===== src/rtl/reg_file_arbiter_if.sv =====
// Bus bundle between the two register-file masters, the arbiter and the register-file port.
// The slave modport is the arbiter's view; master is the environment's (masters + register file).
interface reg_file_arbiter_if #(
  parameter int unsigned ADDR_WIDTH = 4,
  parameter int unsigned DATA_WIDTH = 8
);
  logic                  m0_req;
  logic                  m0_wr;
  logic [ADDR_WIDTH-1:0] m0_addr;
  logic [DATA_WIDTH-1:0] m0_wdata;
  logic                  m0_ack;
  logic [DATA_WIDTH-1:0] m0_rdata;
  logic                  m0_err;

  logic                  m1_req;
  logic                  m1_wr;
  logic [ADDR_WIDTH-1:0] m1_addr;
  logic [DATA_WIDTH-1:0] m1_wdata;
  logic                  m1_ack;
  logic [DATA_WIDTH-1:0] m1_rdata;
  logic                  m1_err;

  logic                  rf_wr_en;
  logic                  rf_rd_en;
  logic [ADDR_WIDTH-1:0] rf_addr;
  logic [DATA_WIDTH-1:0] rf_wr_data;
  logic [DATA_WIDTH-1:0] rf_rd_data;
  logic                  rf_rd_valid;

  logic                  busy;

  modport slave (
    input  m0_req, m0_wr, m0_addr, m0_wdata,
    output m0_ack, m0_rdata, m0_err,
    input  m1_req, m1_wr, m1_addr, m1_wdata,
    output m1_ack, m1_rdata, m1_err,
    output rf_wr_en, rf_rd_en, rf_addr, rf_wr_data,
    input  rf_rd_data, rf_rd_valid,
    output busy
  );

  modport master (
    output m0_req, m0_wr, m0_addr, m0_wdata,
    input  m0_ack, m0_rdata, m0_err,
    output m1_req, m1_wr, m1_addr, m1_wdata,
    input  m1_ack, m1_rdata, m1_err,
    input  rf_wr_en, rf_rd_en, rf_addr, rf_wr_data,
    output rf_rd_data, rf_rd_valid,
    input  busy
  );
endinterface


===== src/rtl/reg_file_arbiter.sv =====
// Two-master arbiter for the single-port register file, with read-valid timeout.
// Define ARB_ROUND_ROBIN_EN for round-robin tie-breaking; default is fixed M0 priority.
module reg_file_arbiter #(
  parameter int unsigned ADDR_WIDTH = 4,
  parameter int unsigned DATA_WIDTH = 8,
  parameter int unsigned TIMEOUT    = 15
) (
  input  logic              CLK,
  input  logic              RST,
  reg_file_arbiter_if.slave bus
);

  typedef enum logic [1:0] {StIdle, StIssue, StWaitRd, StResp} state_e;

  // Last WAIT_RD cycle before the timeout response is the one where the count is TIMEOUT-1.
  localparam logic [7:0] TimeoutLast = 8'(TIMEOUT - 1);

  state_e                state_q, state_d;
  logic                  owner_q, owner_d;        // 0: M0, 1: M1
  logic                  last_owner_q, last_owner_d;
  logic                  wr_q, wr_d;
  logic [ADDR_WIDTH-1:0] addr_q, addr_d;
  logic [DATA_WIDTH-1:0] wdata_q, wdata_d;
  logic [7:0]            cnt_q, cnt_d;
  logic [DATA_WIDTH-1:0] m0_rdata_q, m0_rdata_d;
  logic [DATA_WIDTH-1:0] m1_rdata_q, m1_rdata_d;
  logic                  m0_err_q, m0_err_d;
  logic                  m1_err_q, m1_err_d;
  logic                  grant_m1;

  always_comb begin
`ifdef ARB_ROUND_ROBIN_EN
    grant_m1 = bus.m1_req & (~bus.m0_req | ~last_owner_q);
`else
    grant_m1 = bus.m1_req & ~bus.m0_req;
`endif
  end

  always_comb begin
    state_d          = state_q;
    owner_d          = owner_q;
    last_owner_d     = last_owner_q;
    wr_d             = wr_q;
    addr_d           = addr_q;
    wdata_d          = wdata_q;
    cnt_d            = cnt_q;
    m0_rdata_d       = m0_rdata_q;
    m1_rdata_d       = m1_rdata_q;
    m0_err_d         = m0_err_q;
    m1_err_d         = m1_err_q;
    bus.rf_wr_en     = 1'b0;
    bus.rf_rd_en     = 1'b0;
    bus.rf_addr      = '0;
    bus.rf_wr_data   = '0;

    unique case (state_q)
      StIdle: begin
        if (bus.m0_req || bus.m1_req) begin
          owner_d      = grant_m1;
          last_owner_d = grant_m1;
          wr_d         = grant_m1 ? bus.m1_wr    : bus.m0_wr;
          addr_d       = grant_m1 ? bus.m1_addr  : bus.m0_addr;
          wdata_d      = grant_m1 ? bus.m1_wdata : bus.m0_wdata;
          state_d      = StIssue;
        end
      end

      StIssue: begin
        bus.rf_addr = addr_q;
        if (wr_q) begin
          bus.rf_wr_en   = 1'b1;
          bus.rf_wr_data = wdata_q;
          // A completed write reports no error alongside its ack.
          if (owner_q) m1_err_d = 1'b0;
          else         m0_err_d = 1'b0;
          state_d = StResp;
        end else begin
          bus.rf_rd_en = 1'b1;
          state_d      = StWaitRd;
        end
      end

      StWaitRd: begin
        cnt_d = cnt_q + 8'd1;
        if (bus.rf_rd_valid) begin
          if (owner_q) begin
            m1_rdata_d = bus.rf_rd_data;
            m1_err_d   = 1'b0;
          end else begin
            m0_rdata_d = bus.rf_rd_data;
            m0_err_d   = 1'b0;
          end
          cnt_d   = 8'd0;
          state_d = StResp;
        end else if (cnt_q == TimeoutLast) begin
          if (owner_q) begin
            m1_rdata_d = '0;
            m1_err_d   = 1'b1;
          end else begin
            m0_rdata_d = '0;
            m0_err_d   = 1'b1;
          end
          cnt_d   = 8'd0;
          state_d = StResp;
        end
      end

      StResp: begin
        state_d = StIdle;
      end

      default: begin
        state_d = StIdle;
        cnt_d   = 8'd0;
      end
    endcase
  end

  always_ff @(posedge CLK or negedge RST) begin
    if (!RST) begin
      state_q      <= StIdle;
      owner_q      <= 1'b0;
      last_owner_q <= 1'b1;
      wr_q         <= 1'b0;
      addr_q       <= '0;
      wdata_q      <= '0;
      cnt_q        <= 8'd0;
      m0_rdata_q   <= '0;
      m1_rdata_q   <= '0;
      m0_err_q     <= 1'b0;
      m1_err_q     <= 1'b0;
    end else begin
      state_q      <= state_d;
      owner_q      <= owner_d;
      last_owner_q <= last_owner_d;
      wr_q         <= wr_d;
      addr_q       <= addr_d;
      wdata_q      <= wdata_d;
      cnt_q        <= cnt_d;
      m0_rdata_q   <= m0_rdata_d;
      m1_rdata_q   <= m1_rdata_d;
      m0_err_q     <= m0_err_d;
      m1_err_q     <= m1_err_d;
    end
  end

  assign bus.m0_ack   = (state_q == StResp) && !owner_q;
  assign bus.m1_ack   = (state_q == StResp) &&  owner_q;
  assign bus.m0_rdata = m0_rdata_q;
  assign bus.m1_rdata = m1_rdata_q;
  assign bus.m0_err   = m0_err_q;
  assign bus.m1_err   = m1_err_q;
  assign bus.busy     = (state_q != StIdle);

endmodule

===== src/flat_wrapper.sv =====
// flat-port wrapper written by rule: the top's interface ports become plain ports
module reg_file_arbiter_flat 
#(
  parameter int unsigned ADDR_WIDTH = 4,
  parameter int unsigned DATA_WIDTH = 8,
  parameter int unsigned TIMEOUT    = 15
)
  (CLK, RST, bus_m0_req, bus_m0_wr, bus_m0_addr, bus_m0_wdata, bus_m0_ack, bus_m0_rdata, bus_m0_err, bus_m1_req, bus_m1_wr, bus_m1_addr, bus_m1_wdata, bus_m1_ack, bus_m1_rdata, bus_m1_err, bus_rf_wr_en, bus_rf_rd_en, bus_rf_addr, bus_rf_wr_data, bus_rf_rd_data, bus_rf_rd_valid, bus_busy);
  reg_file_arbiter_if #(.ADDR_WIDTH(ADDR_WIDTH), .DATA_WIDTH(DATA_WIDTH)) bus_i ();
  input  logic CLK;
  input  logic RST;
  input wire logic [$bits(bus_i.m0_req)-1:0] bus_m0_req;
  input wire logic [$bits(bus_i.m0_wr)-1:0] bus_m0_wr;
  input wire logic [$bits(bus_i.m0_addr)-1:0] bus_m0_addr;
  input wire logic [$bits(bus_i.m0_wdata)-1:0] bus_m0_wdata;
  output wire logic [$bits(bus_i.m0_ack)-1:0] bus_m0_ack;
  output wire logic [$bits(bus_i.m0_rdata)-1:0] bus_m0_rdata;
  output wire logic [$bits(bus_i.m0_err)-1:0] bus_m0_err;
  input wire logic [$bits(bus_i.m1_req)-1:0] bus_m1_req;
  input wire logic [$bits(bus_i.m1_wr)-1:0] bus_m1_wr;
  input wire logic [$bits(bus_i.m1_addr)-1:0] bus_m1_addr;
  input wire logic [$bits(bus_i.m1_wdata)-1:0] bus_m1_wdata;
  output wire logic [$bits(bus_i.m1_ack)-1:0] bus_m1_ack;
  output wire logic [$bits(bus_i.m1_rdata)-1:0] bus_m1_rdata;
  output wire logic [$bits(bus_i.m1_err)-1:0] bus_m1_err;
  output wire logic [$bits(bus_i.rf_wr_en)-1:0] bus_rf_wr_en;
  output wire logic [$bits(bus_i.rf_rd_en)-1:0] bus_rf_rd_en;
  output wire logic [$bits(bus_i.rf_addr)-1:0] bus_rf_addr;
  output wire logic [$bits(bus_i.rf_wr_data)-1:0] bus_rf_wr_data;
  input wire logic [$bits(bus_i.rf_rd_data)-1:0] bus_rf_rd_data;
  input wire logic [$bits(bus_i.rf_rd_valid)-1:0] bus_rf_rd_valid;
  output wire logic [$bits(bus_i.busy)-1:0] bus_busy;
  assign bus_i.m0_req = bus_m0_req;
  assign bus_i.m0_wr = bus_m0_wr;
  assign bus_i.m0_addr = bus_m0_addr;
  assign bus_i.m0_wdata = bus_m0_wdata;
  assign bus_m0_ack = bus_i.m0_ack;
  assign bus_m0_rdata = bus_i.m0_rdata;
  assign bus_m0_err = bus_i.m0_err;
  assign bus_i.m1_req = bus_m1_req;
  assign bus_i.m1_wr = bus_m1_wr;
  assign bus_i.m1_addr = bus_m1_addr;
  assign bus_i.m1_wdata = bus_m1_wdata;
  assign bus_m1_ack = bus_i.m1_ack;
  assign bus_m1_rdata = bus_i.m1_rdata;
  assign bus_m1_err = bus_i.m1_err;
  assign bus_rf_wr_en = bus_i.rf_wr_en;
  assign bus_rf_rd_en = bus_i.rf_rd_en;
  assign bus_rf_addr = bus_i.rf_addr;
  assign bus_rf_wr_data = bus_i.rf_wr_data;
  assign bus_i.rf_rd_data = bus_rf_rd_data;
  assign bus_i.rf_rd_valid = bus_rf_rd_valid;
  assign bus_busy = bus_i.busy;
  reg_file_arbiter #(.ADDR_WIDTH(ADDR_WIDTH), .DATA_WIDTH(DATA_WIDTH), .TIMEOUT(TIMEOUT)) u_core (.CLK(CLK), .RST(RST), .bus(bus_i));
endmodule

===== config.mk =====
export PLATFORM = sky130hd
export DESIGN_NAME = reg_file_arbiter_flat
export DESIGN_NICKNAME = d
export VERILOG_FILES = /design/src/rtl/reg_file_arbiter_if.sv /design/src/rtl/reg_file_arbiter.sv /design/src/flat_wrapper.sv
export SDC_FILE = /design/constraint.sdc
export NUM_CORES = 1
export LEC_CHECK = 0
export BUFFER_PORTS_ARGS = -buffer_cell sky130_fd_sc_hd__buf_4
export CAP_MARGIN = 10
export CORE_ASPECT_RATIO = 1.1
export CORE_UTILIZATION = 50
export CTS_BUF_LIST = sky130_fd_sc_hd__clkbuf_8 sky130_fd_sc_hd__clkbuf_16
export DETAILED_ROUTE_END_ITERATION = 16
export HOLD_SLACK_MARGIN = 0.1
export PLACE_DENSITY = 0.81
export SETUP_SLACK_MARGIN = 0.4
export SYNTH_ARGS = -nofsm -noshare
export SYNTH_HDL_FRONTEND = slang
export SYNTH_SLANG_ARGS = --single-unit

===== constraint.sdc =====
create_clock -name CLK -period 2.3 [get_ports CLK]
set_clock_uncertainty 0.2 [all_clocks]
set_input_delay 0.345 -clock CLK [delete_from_list [all_inputs] [get_ports CLK]]
set_output_delay 0.345 -clock CLK [all_outputs]
set_load 0.01 [all_outputs]

== Word-level counts from Yosys, hierarchy flattened ==
Index checks and enable logic that the tools add are counted.
Cells by class
  eq/ne operators: 9
  reduce and logical (&&, ||, !) cells: 14
  bitwise gates (word level): 3
  mux-type cells: 37
  $add $sub $neg: 1
Operator list (number)
  8-bit 2-to-1 mux: 13
  1-bit 2-to-1 mux: 16
  8-bit by 1-bit adder with 8-bit output (second input constant): 1
  8-bit by 4-bit == test with 1-bit output (second input constant): 1
  4-bit 2-to-1 mux: 2
  2-bit case mux with 4 select lines: 1
  4-bit AND reduction: 2
  2-bit 2-to-1 mux: 3
  3-bit by 2-bit != test with 1-bit output (second input constant): 2
  3-bit AND reduction: 2
  2-bit nonzero test: 3
  2-bit == test (second input constant): 2
  2-bit by 1-bit != test with 1-bit output (second input constant): 2
  1-bit case mux with 2 select lines: 2
  2-bit AND reduction: 2
  3-bit != test (second input constant): 1
  2-bit by 1-bit == test with 1-bit output (second input constant): 1
  1-bit logical AND: 2
  2-bit zero test: 1
  1-bit inverter: 2
  1-bit bitwise AND: 1
  1-bit zero test: 1
  1-bit logical OR: 1
Storage, ports and cells
  register bits after elaboration: 42
  output and inout bits: 35
  input bits: 39

== Longest topological paths before layout ==
  depth after elaboration: 4
  depth in mapped cells: 7
  depth with buffers taken out: 6

== Least setup slack after synthesis ==
No wires, ideal clock.
  path kind: reg-to-reg
  start point: reg u_core.cnt_q[0]
  end point: reg u_core.m1_rdata_q[0] (netlist: u_core.bus.m1_rdata[0])
  slack: 0.353 ns
  period minus slack after synthesis: 1.947 ns
  arrival: 1.626 ns
  path buffers: 0
  stages on the path, launching flop included: 7
  data required time: 1.979 ns
  library setup time: 0.121 ns
  cells stage by stage: dfrtp_1 > inv_1 > ha_1 > or4b_4 > o21bai_4 > nand3_4 > a22o_1
Between the ends
  longest elaborated chain between the ends: 3
Ends and longest elaborated chain
  from (decl): RTL line reg_file_arbiter.sv:24  | logic [7:0] cnt_q, cnt_d;
  from (signal assigned): RTL line reg_file_arbiter.sv:139  | cnt_q <= cnt_d;
  8-bit by 4-bit == test with 1-bit output: RTL line reg_file_arbiter.sv:95  | end else if (cnt_q == TimeoutLast) begin
  2-bit nonzero test (no source line)
  3-bit AND reduction (no source line)
  to (signal assigned): RTL line reg_file_arbiter.sv:141  | m1_rdata_q <= m1_rdata_d;
  to (decl): RTL line reg_file_arbiter.sv:26  | logic [DATA_WIDTH-1:0] m1_rdata_q, m1_rdata_d;
No other way between the ends.
A chain may end at the register's enable or synchronous reset.

== Worst setup path after layout ==
  start point: reg u_core.cnt_q[0]
  end point: reg u_core.m1_rdata_q[3] (netlist: u_core.bus.m1_rdata[3])
Same word-level chain as after synthesis.

==> flow_summary.json <==
{
  "first_iter_violations": 165,
  "cts-root-buf": "clkbuf_8",
  "p_leak_nw": 1.49,
  "layout_common_cells": "74 x buf_4, 41 x dfrtp_1, 17 x o21ai_0, 16 x a21oi_1, 16 x a22o_1",
  "hold_path_class": "in -> reg",
  "postLayoutCoreUtil_pct": 77.3,
  "intPower_w": 0.00228,
  "drt-pass1-iter-count": 4,
  "critPathLaunchType": "flop",
  "clkTransAtPathRegs_ns": 0.09,
  "ant_nets": 0,
  "grt.total_usage_pct": 25.5,
  "hpwl_um": 3670,
  "layoutNonFillerInstCount": 350,
  "ys_ff_latch": 42,
  "syn_inst": 204,
  "fp.dieW_um": 64.8,
  "drive_above_1_share_pct": 40.9,
  "die_area_mm2": 0.00460,
  "tightest_slew_ns": 0.519,
  "comb_power_share_pct": 50.6,
  "drc": 0,
  "layout_commonest_cell": "buf_4",
  "rsz0062_at_grt": "true",
  "swShare_pct": 39.0,
  "synth_edf_count": 0,
  "yosysSeqAreaShare_pct": 48.5,
  "vias": 2030,
  "fin_tns_setup_ns": 0,
  "cp.required_ns": 2.29,
  "hold_depth": 3,
  "cp_data_arrival_time_ns": 1.98,
  "path_max_fanout": 8,
  "maxCapViolCount": 0,
  "worstSetupPathType": "reg -> reg",
  "grt-ovfl-total": 0,
  "finish.net_count": 342,
  "grt_pass1_wl_um": 9050,
  "clk_latency_ns": 0.30,
  "fmax_mhz": 504,
  "place_inst": 319,
  "syn-num-nets": 249,
  "yosys.cell_types.count": 37,
  "postRouteWirelength_um": 5750,
  "seq_area_mm2": 0.00105,
  "cts_tree": "yes",
  "power_density_mw_per_mm2": 1190,
  "r2r_cells": 6,
  "vias_per_cell": 5.80,
  "portBuffers": 73,
  "initial_utilization_pct": 53.4,
  "multi_input_comb_area_mm2": 0.00106,
  "routedWlPerCell_um": 16.4,
  "core_area_mm2": 0.00405,
  "finalCritPeriodShare_pct": 86.2,
  "p_clk_share_pct": 13.5,
  "cts.sinks": 42,
  "fillers": 285,
  "ios": 74,
  "pwr-share-seq_pct": 35.9,
  "numCtsBuffers": 5,
  "crit_path_end_kind": "flop",
  "synthesis.area_mm2": 0.00217,
  "core.rowCount": 24,
  "syn_area_per_cell_um2": 10.6,
  "ys_async_sr_fraction_pct": 100,
  "power.switching_w": 0.00146,
  "htree_levels": 2,
  "relSlewSlack_pct": 65.4,
  "cts.path.max_buffers": 2,
  "fp.dieH_um": 71.0,
  "finalHoldViolCount": 0,
  "syn_to_final_growth_pct": 44.7,
  "hold_ws_ns": 0.116,
  "first_global_vias": 1910,
  "peakVddDrop_mv": 0.760,
  "fin_crit_ns": 1.98,
  "antenna_found_initial": 0,
  "status": "finished, final reports clean",
  "grt_max_degree": 43,
  "synthFlopType": "dfrtp_1",
  "gp_congestion": 0.812,
  "final_max_slew_viol_count": 0,
  "finalSetupViolCount": 0,
  "yosys_warnings": 0,
  "num_antenna_cells": 0
}
-- cell families after synthesis --
kind of cell	Yosys count	synth area share (%)
compound gates	79	24.7
simple gates	54	16.8
flops	42	48.5
buf+inv	20	5.14
fa+ha+maj	6	3.47
mux	2	0.924
xor+xnor	1	0.404
-- cell type report --
class / count / share of cell area, %
Clock buffer: 5 / 2.20
Clock inverter: 3 / 0.798
Inverter: 7 / 0.838
Multi-Input combinational cell: 142 / 34.0
Sequential cell: 42 / 33.6
Tap cell: 52 / 2.08
Timing Repair Buffer: 99 / 26.5
-- metal layers --
layer | GRT usage, % | wire length [um] | vias to the layer above | part of all wire [%]
met5 | 0 | 0 | - | 0
met4 | 5.93 | 51 | 0 | 0.89
met2 | 42.9 | 3000 | 83 | 52
met3 | 5.00 | 306 | 6 | 5.3
li1 | - | - | 958 | -
met1 | 33.7 | 2400 | 983 | 42
-- what timing repair did --
item | 4_1_cts | 5_1_grt
setup endpoints to repair | 36 | 50
pin swaps | 6 | 4
buffers inserted | 11 | 1
gates resized for setup | 5 | 29
hold buffers | 11 | 0
endpoints found under the hold margin | 60 | 0
-- power by group through the flow --
stage,combinational (W),clock [W],sequential (W)
global placement,0.00148,0,0.00133
finish,0.00189,0.000506,0.00134
floorplan,0.000942,0,0.00131
global route,0.00206,0.000537,0.00138
CTS,0.00173,0.000508,0.00132
detailed placement,0.00154,0,0.00133
-- sequential cells by signal, summed over array words and instances, names as in the netlist --
| register | flops |
|---|---|
| u_core.bus.m0_rdata | 8 |
| u_core.bus.m1_rdata | 8 |
| u_core.cnt_q | 8 |
| u_core.wdata_q | 8 |
| u_core.addr_q | 4 |
| u_core.state_q | 2 |
| u_core.bus.m0_err | 1 |
| u_core.bus.m1_err | 1 |
| u_core.owner_q | 1 |
| u_core.wr_q | 1 |
-- worst max-delay path: stages, from the launching register on --
cell	delay, ns
dfrtp_1	0.39
inv_2	0.06
ha_1	0.14
or4b_4	0.51
o21bai_4	0.21
nand3_4	0.14
a22o_1	0.22
-- stage by stage --
step,setup slack (ns),total power (W),instance area [um2]
final,0.318,0.00374,3130
after global placement,0.346,0.00281,2720
after CTS,0.291,0.00356,3030
after floorplan,0.399,0.00225,2170
after detailed placement,0.277,0.00287,2720
after global routing,0.241,0.00398,3130
-- final timing paths --
kind / startpoint / to / slack [ns]
worst min-delay path: bus_m0_wdata[1] / u_core.wdata_q[1] / 0.12
worst min register to register: u_core.bus.m0_rdata[4] / u_core.bus.m0_rdata[4] / 0.31
worst max-delay path: u_core.cnt_q[0] / u_core.bus.m1_rdata[3] / 0.32
min in group asynchronous: RST / u_core.bus.m1_err / 0.35
worst max register to register: u_core.cnt_q[0] / u_core.bus.m1_rdata[3] / 0.32
max in group asynchronous: RST / u_core.state_q[0] / 1.17
-- Yosys cell counts, types with 3 or more instances --
library cell / instances / area (um2)
o2bb2ai_1: 3 / 26.3
inv_1: 7 / 26.3
nand3b_1: 13 / 97.6
o22ai_1: 13 / 81.3
nor2b_1: 4 / 25.0
a22o_1: 16 / 140
o21ai_0: 17 / 85.1
clkbuf_1: 9 / 33.8
a21o_1: 3 / 22.5
nand2_1: 6 / 22.5
a21oi_1: 16 / 80.1
dfrtp_1: 42 / 1050
ha_1: 6 / 75.1
a31oi_1: 5 / 31.3
and3_1: 10 / 62.6
and2_1: 6 / 37.5
nor2_1: 3 / 11.3
Note: power is estimated with default switching activity, not from simulation.
